--- config.mk ---
export PLATFORM = sky130hd
export DESIGN_NAME = vector_logic_sequencer_flat
export DESIGN_NICKNAME = d
export VERILOG_FILES = /design/src/rtl/vector_logic_sequencer_if.sv /design/src/rtl/vector_logic_sequencer.sv /design/src/flat_wrapper.sv
export SDC_FILE = /design/constraint.sdc
export NUM_CORES = 1
export LEC_CHECK = 0
export ABC_AREA = 1
export CORE_UTILIZATION = 49
export DETAILED_ROUTE_END_ITERATION = 7
export GPL_TIMING_DRIVEN = 1
export HOLD_SLACK_MARGIN = 0.12
export PLACE_DENSITY = 0.8
export SLEW_MARGIN = 20
export SYNTH_ARGS = -nofsm -noshare
export SYNTH_HDL_FRONTEND = slang
export SYNTH_SLANG_ARGS = --single-unit
--- constraint.sdc ---
create_clock -name clock -period 2.6 [get_ports clock]
set_input_delay 0.78 -clock clock [delete_from_list [all_inputs] [get_ports clock]]
set_output_delay 0.78 -clock clock [all_outputs]
set_load 0.05 [all_outputs]
--- src/rtl/vector_logic_sequencer_if.sv ---
// Shared types and request handshake for the vector logic sequencer.
// Requester drives the master side, the sequencer is the slave.
package vector_logic_pkg;
  localparam logic [1:0] LOGIC_AND = 2'd0;
  localparam logic [1:0] LOGIC_OR  = 2'd1;
  localparam logic [1:0] LOGIC_XOR = 2'd2;

  typedef struct packed {
    logic [1:0] op;
    logic       vm;
    logic [4:0] rsvd;
  } execution_vector_t;
endpackage

interface vector_logic_sequencer_if #(
  parameter int REG_ADDR_WIDTH = 5
);
  import vector_logic_pkg::*;

  logic                      req_valid;
  logic                      req_ready;
  execution_vector_t         req_execution_vector;
  logic [REG_ADDR_WIDTH-1:0] req_vd_addr;
  logic [REG_ADDR_WIDTH-1:0] req_vs2_addr;
  logic [REG_ADDR_WIDTH-1:0] req_vs1_addr;
  logic [1:0]                req_lmul;

  modport master (
    output req_valid,
    output req_execution_vector,
    output req_vd_addr,
    output req_vs2_addr,
    output req_vs1_addr,
    output req_lmul,
    input  req_ready
  );

  modport slave (
    input  req_valid,
    input  req_execution_vector,
    input  req_vd_addr,
    input  req_vs2_addr,
    input  req_vs1_addr,
    input  req_lmul,
    output req_ready
  );
endinterface

--- src/rtl/vector_logic_sequencer.sv ---
// Expands one vector logic instruction into 1/2/4/8 register micro-ops
// and tracks write-backs through the fixed-latency logic unit.
module vector_logic_sequencer
  import vector_logic_pkg::*;
#(
  parameter int REG_ADDR_WIDTH = 5,
  parameter int UNIT_LATENCY   = 2
) (
  input  logic                      clock,
  input  logic                      reset,
  vector_logic_sequencer_if.slave   req,
  output logic [REG_ADDR_WIDTH-1:0] rf_vs2_addr,
  output logic [REG_ADDR_WIDTH-1:0] rf_vs1_addr,
  output execution_vector_t         unit_execution_vector,
  output logic                      rf_write_en,
  output logic [REG_ADDR_WIDTH-1:0] rf_write_addr,
  output logic                      busy,
  output logic                      done
);

  localparam int AW = REG_ADDR_WIDTH;
  localparam int L  = UNIT_LATENCY;
  localparam logic [L-1:0] LAST_BIT = L'(1) << (L - 1);

  typedef enum logic [1:0] {
    S_IDLE,
    S_ISSUE,
    S_DRAIN
  } state_t;

  state_t            r_state;
  state_t            w_next;
  logic [2:0]        r_cnt;
  logic [2:0]        r_last;
  logic [AW-1:0]     r_vd;
  logic [AW-1:0]     r_vs2;
  logic [AW-1:0]     r_vs1;
  execution_vector_t r_ev;
  logic [L-1:0]      r_pv;
  logic [AW-1:0]     r_pa [L];
  logic              w_accept;
  logic              w_issue;
  logic              w_last_pop;

  assign w_last_pop = r_pv[L-1] && ((r_pv & ~LAST_BIT) == '0);

  // State register.
  always_ff @(posedge clock or posedge reset) begin
    if (reset) r_state <= S_IDLE;
    else       r_state <= w_next;
  end

  // Next state: accept, issue N micro-ops, then drain the token pipe.
  always_comb begin
    w_next = r_state;
    unique case (r_state)
      S_IDLE:  if (req.req_valid) w_next = S_ISSUE;
      S_ISSUE: if (r_cnt == r_last) w_next = S_DRAIN;
      S_DRAIN: if (w_last_pop) w_next = S_IDLE;
      default: w_next = S_IDLE;
    endcase
  end

  // State-decoded handshake and status outputs.
  always_comb begin
    req.req_ready = (r_state == S_IDLE);
    busy          = (r_state != S_IDLE);
    w_accept      = (r_state == S_IDLE) && req.req_valid;
    w_issue       = (r_state == S_ISSUE);
    done          = (r_state == S_DRAIN) && w_last_pop;
  end

  // Request latch and micro-op counter.
  always_ff @(posedge clock or posedge reset) begin
    if (reset) begin
      r_vd   <= '0;
      r_vs2  <= '0;
      r_vs1  <= '0;
      r_ev   <= '0;
      r_cnt  <= '0;
      r_last <= '0;
    end else if (w_accept) begin
      r_vd   <= req.req_vd_addr;
      r_vs2  <= req.req_vs2_addr;
      r_vs1  <= req.req_vs1_addr;
      r_ev   <= req.req_execution_vector;
      r_cnt  <= '0;
      r_last <= 3'((4'd1 << req.req_lmul) - 4'd1);
    end else if (w_issue) begin
      r_cnt  <= r_cnt + 3'd1;
    end
  end

  // Write-back token pipe; addresses only advance with a valid token
  // so the exit stage keeps the last written address.
  always_ff @(posedge clock or posedge reset) begin
    if (reset) begin
      r_pv <= '0;
      for (int k = 0; k < L; k++) r_pa[k] <= '0;
    end else begin
      r_pv <= (r_pv << 1) | L'(w_issue);
      if (w_issue) r_pa[0] <= r_vd + AW'(r_cnt);
      for (int k = 1; k < L; k++) begin
        if (r_pv[k-1]) r_pa[k] <= r_pa[k-1];
      end
    end
  end

  assign rf_vs2_addr           = r_vs2 + AW'(r_cnt);
  assign rf_vs1_addr           = r_vs1 + AW'(r_cnt);
  assign unit_execution_vector = r_ev;
  assign rf_write_en           = r_pv[L-1];
  assign rf_write_addr         = r_pa[L-1];

endmodule
--- src/flat_wrapper.sv ---
// flat-port wrapper written by rule: the top's interface ports become plain ports
module vector_logic_sequencer_flat import vector_logic_pkg::*;
#(
  parameter int REG_ADDR_WIDTH = 5,
  parameter int UNIT_LATENCY   = 2
)
  (clock, reset, rf_vs2_addr, rf_vs1_addr, unit_execution_vector, rf_write_en, rf_write_addr, busy, done, req_req_valid, req_req_execution_vector, req_req_vd_addr, req_req_vs2_addr, req_req_vs1_addr, req_req_lmul, req_req_ready);
  vector_logic_sequencer_if #(.REG_ADDR_WIDTH(REG_ADDR_WIDTH)) req_i ();
  input  logic clock;
  input  logic reset;
  output logic [REG_ADDR_WIDTH-1:0] rf_vs2_addr;
  output logic [REG_ADDR_WIDTH-1:0] rf_vs1_addr;
  output execution_vector_t unit_execution_vector;
  output logic rf_write_en;
  output logic [REG_ADDR_WIDTH-1:0] rf_write_addr;
  output logic busy;
  output logic done;
  input wire logic [$bits(req_i.req_valid)-1:0] req_req_valid;
  input wire logic [$bits(req_i.req_execution_vector)-1:0] req_req_execution_vector;
  input wire logic [$bits(req_i.req_vd_addr)-1:0] req_req_vd_addr;
  input wire logic [$bits(req_i.req_vs2_addr)-1:0] req_req_vs2_addr;
  input wire logic [$bits(req_i.req_vs1_addr)-1:0] req_req_vs1_addr;
  input wire logic [$bits(req_i.req_lmul)-1:0] req_req_lmul;
  output wire logic [$bits(req_i.req_ready)-1:0] req_req_ready;
  assign req_i.req_valid = req_req_valid;
  assign req_i.req_execution_vector = req_req_execution_vector;
  assign req_i.req_vd_addr = req_req_vd_addr;
  assign req_i.req_vs2_addr = req_req_vs2_addr;
  assign req_i.req_vs1_addr = req_req_vs1_addr;
  assign req_i.req_lmul = req_req_lmul;
  assign req_req_ready = req_i.req_ready;
  vector_logic_sequencer #(.REG_ADDR_WIDTH(REG_ADDR_WIDTH), .UNIT_LATENCY(UNIT_LATENCY)) u_core (.clock(clock), .reset(reset), .req(req_i), .rf_vs2_addr(rf_vs2_addr), .rf_vs1_addr(rf_vs1_addr), .unit_execution_vector(unit_execution_vector), .rf_write_en(rf_write_en), .rf_write_addr(rf_write_addr), .busy(busy), .done(done));
endmodule
# After elaboration in Yosys (flattened, before gate mapping)
# Index checks and enable logic that the tools add are counted.
# word_totals
ff_bits,43
latch_bits,0
ramBits,0
mem_bits_ro,0
inputBits,28
output_inout_bits,27
elab_cells,39
n_memories,0
# classes
n_addsub,5
mul,0
div,0
n_lt_le_gt_ge,0
n_eq_ne,6
n_shift,1
muxes,6
bitwise,1
reduce_logical,8
# ops
op,n
adder 5 x 3 -> 5 bit,3
two-way mux 2 bit,3
two-way mux 3 bit,2
one-hot mux 2 bit (3 select lines),1
logical NOT 2 bit,2
!= test 2 bit (second input constant),2
nonzero test 2 bit,2
adder 3 x 1 -> 3 bit (second input constant),1
equality test 3 bit,1
logical AND 1 bit,3
AND reduction 3 bit,1
<< shifter 1 x 2 -> 3 bit (first input constant),1
subtractor 3 x 1 -> 3 bit (second input constant),1
equality test 2 x 1 -> 1 bit (second input constant),1
equality test 2 bit (second input constant),1
!= test 2 x 1 -> 1 bit (second input constant),1
bitwise OR 2 x 1 -> 2 bit,1

# Depth between registers and ports, before layout
# Gate-level depths: netlist of the first run.
# logic_depth
depth_word,4
mapped_depth,9
ltp_nobuf,9

# Worst setup path after synthesis of the first run
# Ideal clock, no wire load.
# synth_timing
kind,register to output
startpoint,register u_core.r_cnt[0]
endpoint,output rf_vs2_addr[4]
t_arrival_ns,2.026
slack_ns,-0.206
stages_incl_launch_ff,6
path_buffers,0
cell_sequence,dfrtp_1 > ha_1 > inv_1 > fa_1 > o21ai_0 > xor2_1
# synth_between
elab_chain_len,1
# synth_rtl
item,line_no,source
"start, declared",vector_logic_sequencer.sv:33,logic [2:0] r_cnt;
"start signal, assigned",vector_logic_sequencer.sv:90,r_cnt <= r_cnt + 3'd1;
adder 5 x 3 -> 5 bit,vector_logic_sequencer.sv:109,assign rf_vs2_addr = r_vs2 + AW'(r_cnt);
"end, declared",flat_wrapper.sv:11,output logic [REG_ADDR_WIDTH-1:0] rf_vs2_addr;
# No other way between the ends.

# Final worst setup path of the first run
# Ends and elaborated chain as after synthesis.

==> results of run 1 <==
## per-stage QoR
step | hold slack [ns] | instances | util, %
global placement | 0.453 | 347 | 68.0
floorplan | 0.442 | 249 | -
finish | 0.472 | 360 | 73.3
global route | 0.504 | 360 | 73.3
detailed placement | 0.458 | 347 | 68.0
CTS | 0.477 | 357 | 72.4
## routing by layer
| metal | GRT usage [%] | vias up | part of all wire (%) |
|---|---|---|---|
| met1 | 26.9 | 830 | 42 |
| met2 | 41.9 | 53 | 51 |
| li1 | - | 877 | - |
| met3 | 8.33 | 9 | 5.8 |
| met5 | 0 | - | 0 |
| met4 | 8.07 | 0 | 2.0 |
## registers in the layout (all words and copies together), names as in the netlist
signal and cells:
u_core.r_state 2, u_core.r_pa 5, u_core.unit_execution_vector 8, u_core.r_last 3, u_core.r_vs1 5, u_core.rf_write_addr 5
u_core.r_pv 2, u_core.r_vs2 5, u_core.r_vd 5, u_core.r_cnt 3
## cell families (layout without fill, tap and decap cells)
group,Yosys count,in the layout,synth area share (%)
AO/OA/AOI/OAI,21,21,4.89
XOR/XNOR,8,8,3.26
adder cells (fa/ha/maj),13,13,8.61
buffers and inverters,36,97,8.73
flip-flops,43,43,50.1
AND/OR/NAND/NOR,128,128,24.4
## area by class of cell
| cell class | count | area (um2) | area share, % |
|---|---|---|---|
| sequential | 43 | 1080 | 35.7 |
| clock inverter | 2 | 35.0 | 1.16 |
| timing repair buffer | 63 | 697 | 23.1 |
| tap | 50 | 62.6 | 2.07 |
| multi-input combinational | 170 | 965 | 32.0 |
| inverter | 26 | 97.6 | 3.24 |
| clock buffer | 6 | 82.6 | 2.74 |
## cells in the mapped netlist
library cell	number	share of area (%)
nor2_8	1	0.93
nor2_4	1	0.52
o21ai_1	7	1.6
fa_1	3	2.8
a21oi_1	4	0.93
nor3_1	1	0.23
nand3_1	10	2.3
xor2_1	5	2.0
buf_6	4	2.1
nand2_4	1	0.52
nand2_1	108	19
nor2_1	6	1.0
o21ai_0	10	2.3
xnor2_1	3	1.2
inv_2	4	0.70
buf_4	6	2.1
ha_1	10	5.8
dfrtp_1	43	50
inv_1	22	3.8
## worst register-to-register path, stage by stage, from the launching register on
cell and delay, ns:
dfrtp_1 0.42, buf_4 0.15, ha_1 0.17, inv_1 0.06, fa_1 0.35, inv_1 0.11
nand3_1 0.10, nand2_1 0.07, nand2_1 0.04, nand3_1 0.06, nand2_1 0.05
## how the worst min path moves through the flow
stage                                                start                                     endpoint  slack [ns]  cells past startpoint
2_1_floorplan                   u_core.r_pa[5]$_DFFE_PP0P_                   u_core.r_pa[5]$_DFFE_PP0P_        0.44                      2
3_3_place_gp           u_core.rf_write_addr[1]$_DFFE_PP0P_          u_core.rf_write_addr[1]$_DFFE_PP0P_        0.45                      2
3_5_place_dp   u_core.unit_execution_vector[7]$_DFFE_PP0P_  u_core.unit_execution_vector[7]$_DFFE_PP0P_        0.46                      2
4_1_cts        u_core.unit_execution_vector[7]$_DFFE_PP0P_  u_core.unit_execution_vector[7]$_DFFE_PP0P_        0.48                      2
5_1_grt                         u_core.r_pa[5]$_DFFE_PP0P_                   u_core.r_pa[5]$_DFFE_PP0P_        0.50                      2
6_report       u_core.unit_execution_vector[7]$_DFFE_PP0P_  u_core.unit_execution_vector[7]$_DFFE_PP0P_        0.47                      2
## repair_timing
action,4_1_cts,5_1_grt
endpoints found under the setup margin,5,6
pin swaps,4,5
resized for setup,10,5
hold endpoints to repair,0,0
buffers inserted,2,3
==> out/qor.csv, run 1 <==
metric,value,unit
Final WS setup,-0.0523,ns
slew at the pin with the worst max-slew slack,0.508,ns
Max Cap Viol,0,
Synth Register Bits,43,
fillers,291,
Critical Path Max Stage Delay,0.42,ns
reg2reg start,u_core.r_cnt[0]$_DFFE_PP0P_,
Avg Vias per Cell,4.91,
vias in the first global route,1817,
Pre-antenna DRT Iters,4,
n_diodes,0,
"commonest non-fill, non-tap cells in the layout","108 x nand2_1, 43 x clkdlybuf4s50_1, 42 x dfrtp_1",
Min-Delay Path Class,reg2reg,
final hold violations,0,
CP top delay family,adder cells,
status,"complete, but fails checks",
largest net degree at the start of global routing,24,
final instance area,3020,um2
row count,23,
Synth Cell Area,2150,um2
CP max FO,4,
Root Driver,clkbuf_8,
IO Pins,55,
Critical Path Stages,6,
H-tree depth,2,
WP buf/inv,2,
post-route ant nets,0,
cell count after synthesis,249,
number of remaining DRC errors,0,
drt total wl,4730,um
clock tree from TritonCTS,yes,
gpl congestion,0.817,
CP Cell Sequence,ha_2 -> inv_2 -> fa_2 -> o21ai_2 -> xor2_2 -> buf_12,
"Seq/Total Area, Yosys",50.1,%
CTS buffer count,5,
Synth cell types,19,
Peak Freq,377,MHz
Die Width,68.2,um
die area,4660,um2
WP data required,1.82,ns
synth warn,0,
Sink Count,43,
syn nets,290,
Die Y-Extent,68.2,um
total number of vias,1769,
clk_skew,0.00486,ns
layout cells sized above 1,16.1,%
"Slowest-stage cell, CP",dfrtp_1,
crit start category,flop,
Clock Path Buffers,2,
Setup crit start,u_core.r_cnt[0]$_DFFE_PP0P_,
reg-to-reg endpoint,u_core.r_pa[9]$_DFFE_PP0P_,
Worst R2R Path Depth,10,
Congestion Overflow GR,0,
"Slew Viols, Final",0,
"commonest non-fill, non-tap cell in the layout",nand2_1,
Syn-to-layout area delta,40.3,%
RSZ-0062 raised after global routing,true,
Syn Area/Cell,8.63,um2
DP HPWL,3220,um
Setup crit end,rf_vs2_addr[4],
nature of the critical path endpoint,output port,
Reg2Reg Setup Slack,0.93,ns
Layout Nets,350,
Period minus WS final,2.65,ns
"Reg clk slew, reported paths",0.08,ns
relative slew slack,66.1,%
initial antenna violation count,0,
failing checks,setup timing,
DR WL/cell,13.1,um
cts hold-fix bufs,0,
WS Path Type,reg2out,
"worst slack, placed",0.0641,ns
final setup vio count,2,
starting density of the core,52.2,%
WP data arrival,1.87,ns
GRT Total Usage,24.0,%
placed cell areas,2800,um2
initial drt markers,113,
Std-Cell Core Area,4120,um2
Port-buffer cells,54,
clock latency at the later pin of the worst-skew pair,0.30,ns
first-pass GRT wire length,7950,um
Setup TNS Final,-0.100,ns
final cycle utilization of the critical path,102,%
Power of run 1 is not shown: default switching activity piles up to over one toggle a cycle in this logic, so the estimate is an artifact.
==> inputs of run 2 (changes only) <==
--- a/config.mk
+++ b/config.mk
@@ -10,7 +10,8 @@
 export DETAILED_ROUTE_END_ITERATION = 7
 export GPL_TIMING_DRIVEN = 1
 export HOLD_SLACK_MARGIN = 0.12
-export PLACE_DENSITY = 0.8
+export PLACE_DENSITY = 0.82
+export SKIP_LAST_GASP = 1
 export SLEW_MARGIN = 20
 export SYNTH_ARGS = -nofsm -noshare
 export SYNTH_HDL_FRONTEND = slang
==> run 2 against run 1 <==
Against the previous run:
- register-to-register slack lost 0.04 ns
- critical path depth did not move
- worst hold slack better by 0.0080 ns
- die area stayed put
- the flow still finishes with violations (setup timing)
- clock skew decreased by 0.0014 ns
- maximum frequency down 0.92%
- sequential share of layout area about the same
- non-clock buffer count shrank 3
==> out/qor.csv, run 2 (synthesized netlist as in run 1, its figures left out) <==
metric,value,unit
Setup crit start,u_core.r_cnt[0]$_DFFE_PP0P_,
Sink Count,43,
n_diodes,0,
Port-buffer cells,54,
relative slew slack,66.6,%
number of remaining DRC errors,0,
Avg Vias per Cell,5.04,
Max Cap Viol,0,
Reg area,1080,um2
CTS buffer count,5,
Min Hold Slack,0.480,ns
CP Cell Sequence,ha_2 -> inv_2 -> fa_2 -> o21ai_4 -> xor2_2 -> buf_12,
die area,4660,um2
starting density of the core,52.2,%
status,"complete, but fails checks",
DR WL/cell,13.6,um
Reg2Reg Setup Slack,0.89,ns
gpl congestion,0.795,
Final WS setup,-0.0770,ns
Die Width,68.2,um
final setup vio count,3,
Clock Path Buffers,2,
Pre-antenna DRT Iters,4,
final cycle utilization of the critical path,103,%
WS Path Type,reg2out,
row count,23,
Die Y-Extent,68.2,um
largest net degree at the start of global routing,44,
area of the multi-input gates,982,um2
drt total wl,4870,um
Min-Delay Path Class,reg2reg,
vias in the first global route,1797,
Peak Freq,374,MHz
first-pass GRT wire length,7640,um
slew at the pin with the worst max-slew slack,0.499,ns
post-route ant nets,0,
"Slew Viols, Final",0,
Syn-to-layout area delta,40.2,%
Layout Nets,347,
Setup TNS Final,-0.140,ns
"commonest non-fill, non-tap cell in the layout",nand2_1,
max reg flops,8,
Std-Cell Core Area,4120,um2
total number of vias,1798,
Setup crit end,rf_vs1_addr[4],
clock latency at the later pin of the worst-skew pair,0.30,ns
failing checks,setup timing,
fillers,297,
"commonest non-fill, non-tap cells in the layout","108 x nand2_1, 42 x clkdlybuf4s50_1, 42 x dfrtp_1",
"Reg clk slew, reported paths",0.08,ns
reg-to-reg endpoint,u_core.r_pa[9]$_DFFE_PP0P_,
cts hold-fix bufs,0,
Congestion Overflow GR,0,
WP data arrival,1.90,ns
"worst slack, placed",0.131,ns
CP max FO,3,
DP HPWL,3180,um
RSZ-0062 raised after global routing,true,
clk_skew,0.00346,ns
Period minus WS final,2.68,ns
Root Driver,clkbuf_8,
GRT Total Usage,23.0,%
IO Pins,55,
H-tree depth,2,
Worst R2R Path Depth,10,
nature of the critical path endpoint,output port,
reg2reg start,u_core.r_cnt[0]$_DFFE_PP0P_,
initial drt markers,66,
WP data required,1.82,ns
clock tree from TritonCTS,yes,
"Slowest-stage cell, CP",dfrtp_1,
layout cells sized above 1,15.0,%
final hold violations,0,
initial antenna violation count,0,
Critical Path Max Stage Delay,0.42,ns
crit start category,flop,
==> run 2: layer usage <==
layer  GRT usage, %  vias to the layer above  share of wire, %  wire length [um]
met3           7.83                        8               4.8               232
met4           11.7                        0               1.6                78
met1           24.8                      858                41              1980
met2           39.6                       64                53              2580
li1               -                      868                 -                 -
met5              0                        -                 0                 0
==> run 2: how the worst min path moves through the flow <==
stage                                             start                             endpoint  slack [ns]  cells past startpoint
floorplan                    u_core.r_pa[5]$_DFFE_PP0P_           u_core.r_pa[5]$_DFFE_PP0P_        0.44                      2
global placement    u_core.rf_write_addr[3]$_DFFE_PP0P_  u_core.rf_write_addr[3]$_DFFE_PP0P_        0.45                      2
detailed placement  u_core.rf_write_addr[0]$_DFFE_PP0P_  u_core.rf_write_addr[0]$_DFFE_PP0P_        0.46                      2
CTS                 u_core.rf_write_addr[0]$_DFFE_PP0P_  u_core.rf_write_addr[0]$_DFFE_PP0P_        0.48                      2
global route        u_core.rf_write_addr[0]$_DFFE_PP0P_  u_core.rf_write_addr[0]$_DFFE_PP0P_        0.51                      2
finish              u_core.rf_write_addr[1]$_DFFE_PP0P_  u_core.rf_write_addr[1]$_DFFE_PP0P_        0.48                      2
==> run 2: timing repair <==
item	in CTS	in global routing
endpoints found under the hold margin	0	0
setup buffers	0	2
endpoints found under the setup margin	5	7
resized for setup	7	10
pin swaps	4	3
==> run 2: area by class of cell <==
type | count | share of cell area [%]
sequential | 43 | 35.7
multi-input combinational | 170 | 32.6
timing repair buffer | 60 | 22.5
inverter | 26 | 3.24
clock buffer | 6 | 2.74
tap | 50 | 2.08
clock inverter | 2 | 1.16
==> run 2: metrics by stage <==
step | cells | area (um2) | util (%)
4_1_cts | 355 | 2950 | 71.6
3_5_place_dp | 347 | 2800 | 68.0
5_1_grt | 357 | 3010 | 73.2
2_1_floorplan | 249 | 2170 | -
6_report | 357 | 3010 | 73.2
3_3_place_gp | 347 | 2800 | 68.0
==> run 2: worst max-delay path, delay by kind of cell, from the launching register on <==
| family | cells | cell delay (ns) |
|---|---|---|
| xor gates and xnor gates | 1 | 0.20 |
| AOI/OAI and AO/OA | 1 | 0.17 |
| buffers and inverters | 2 | 0.20 |
| adders and majority gates | 2 | 0.60 |
| DFF | 1 | 0.42 |
Power of run 2 is left out for the same reason.
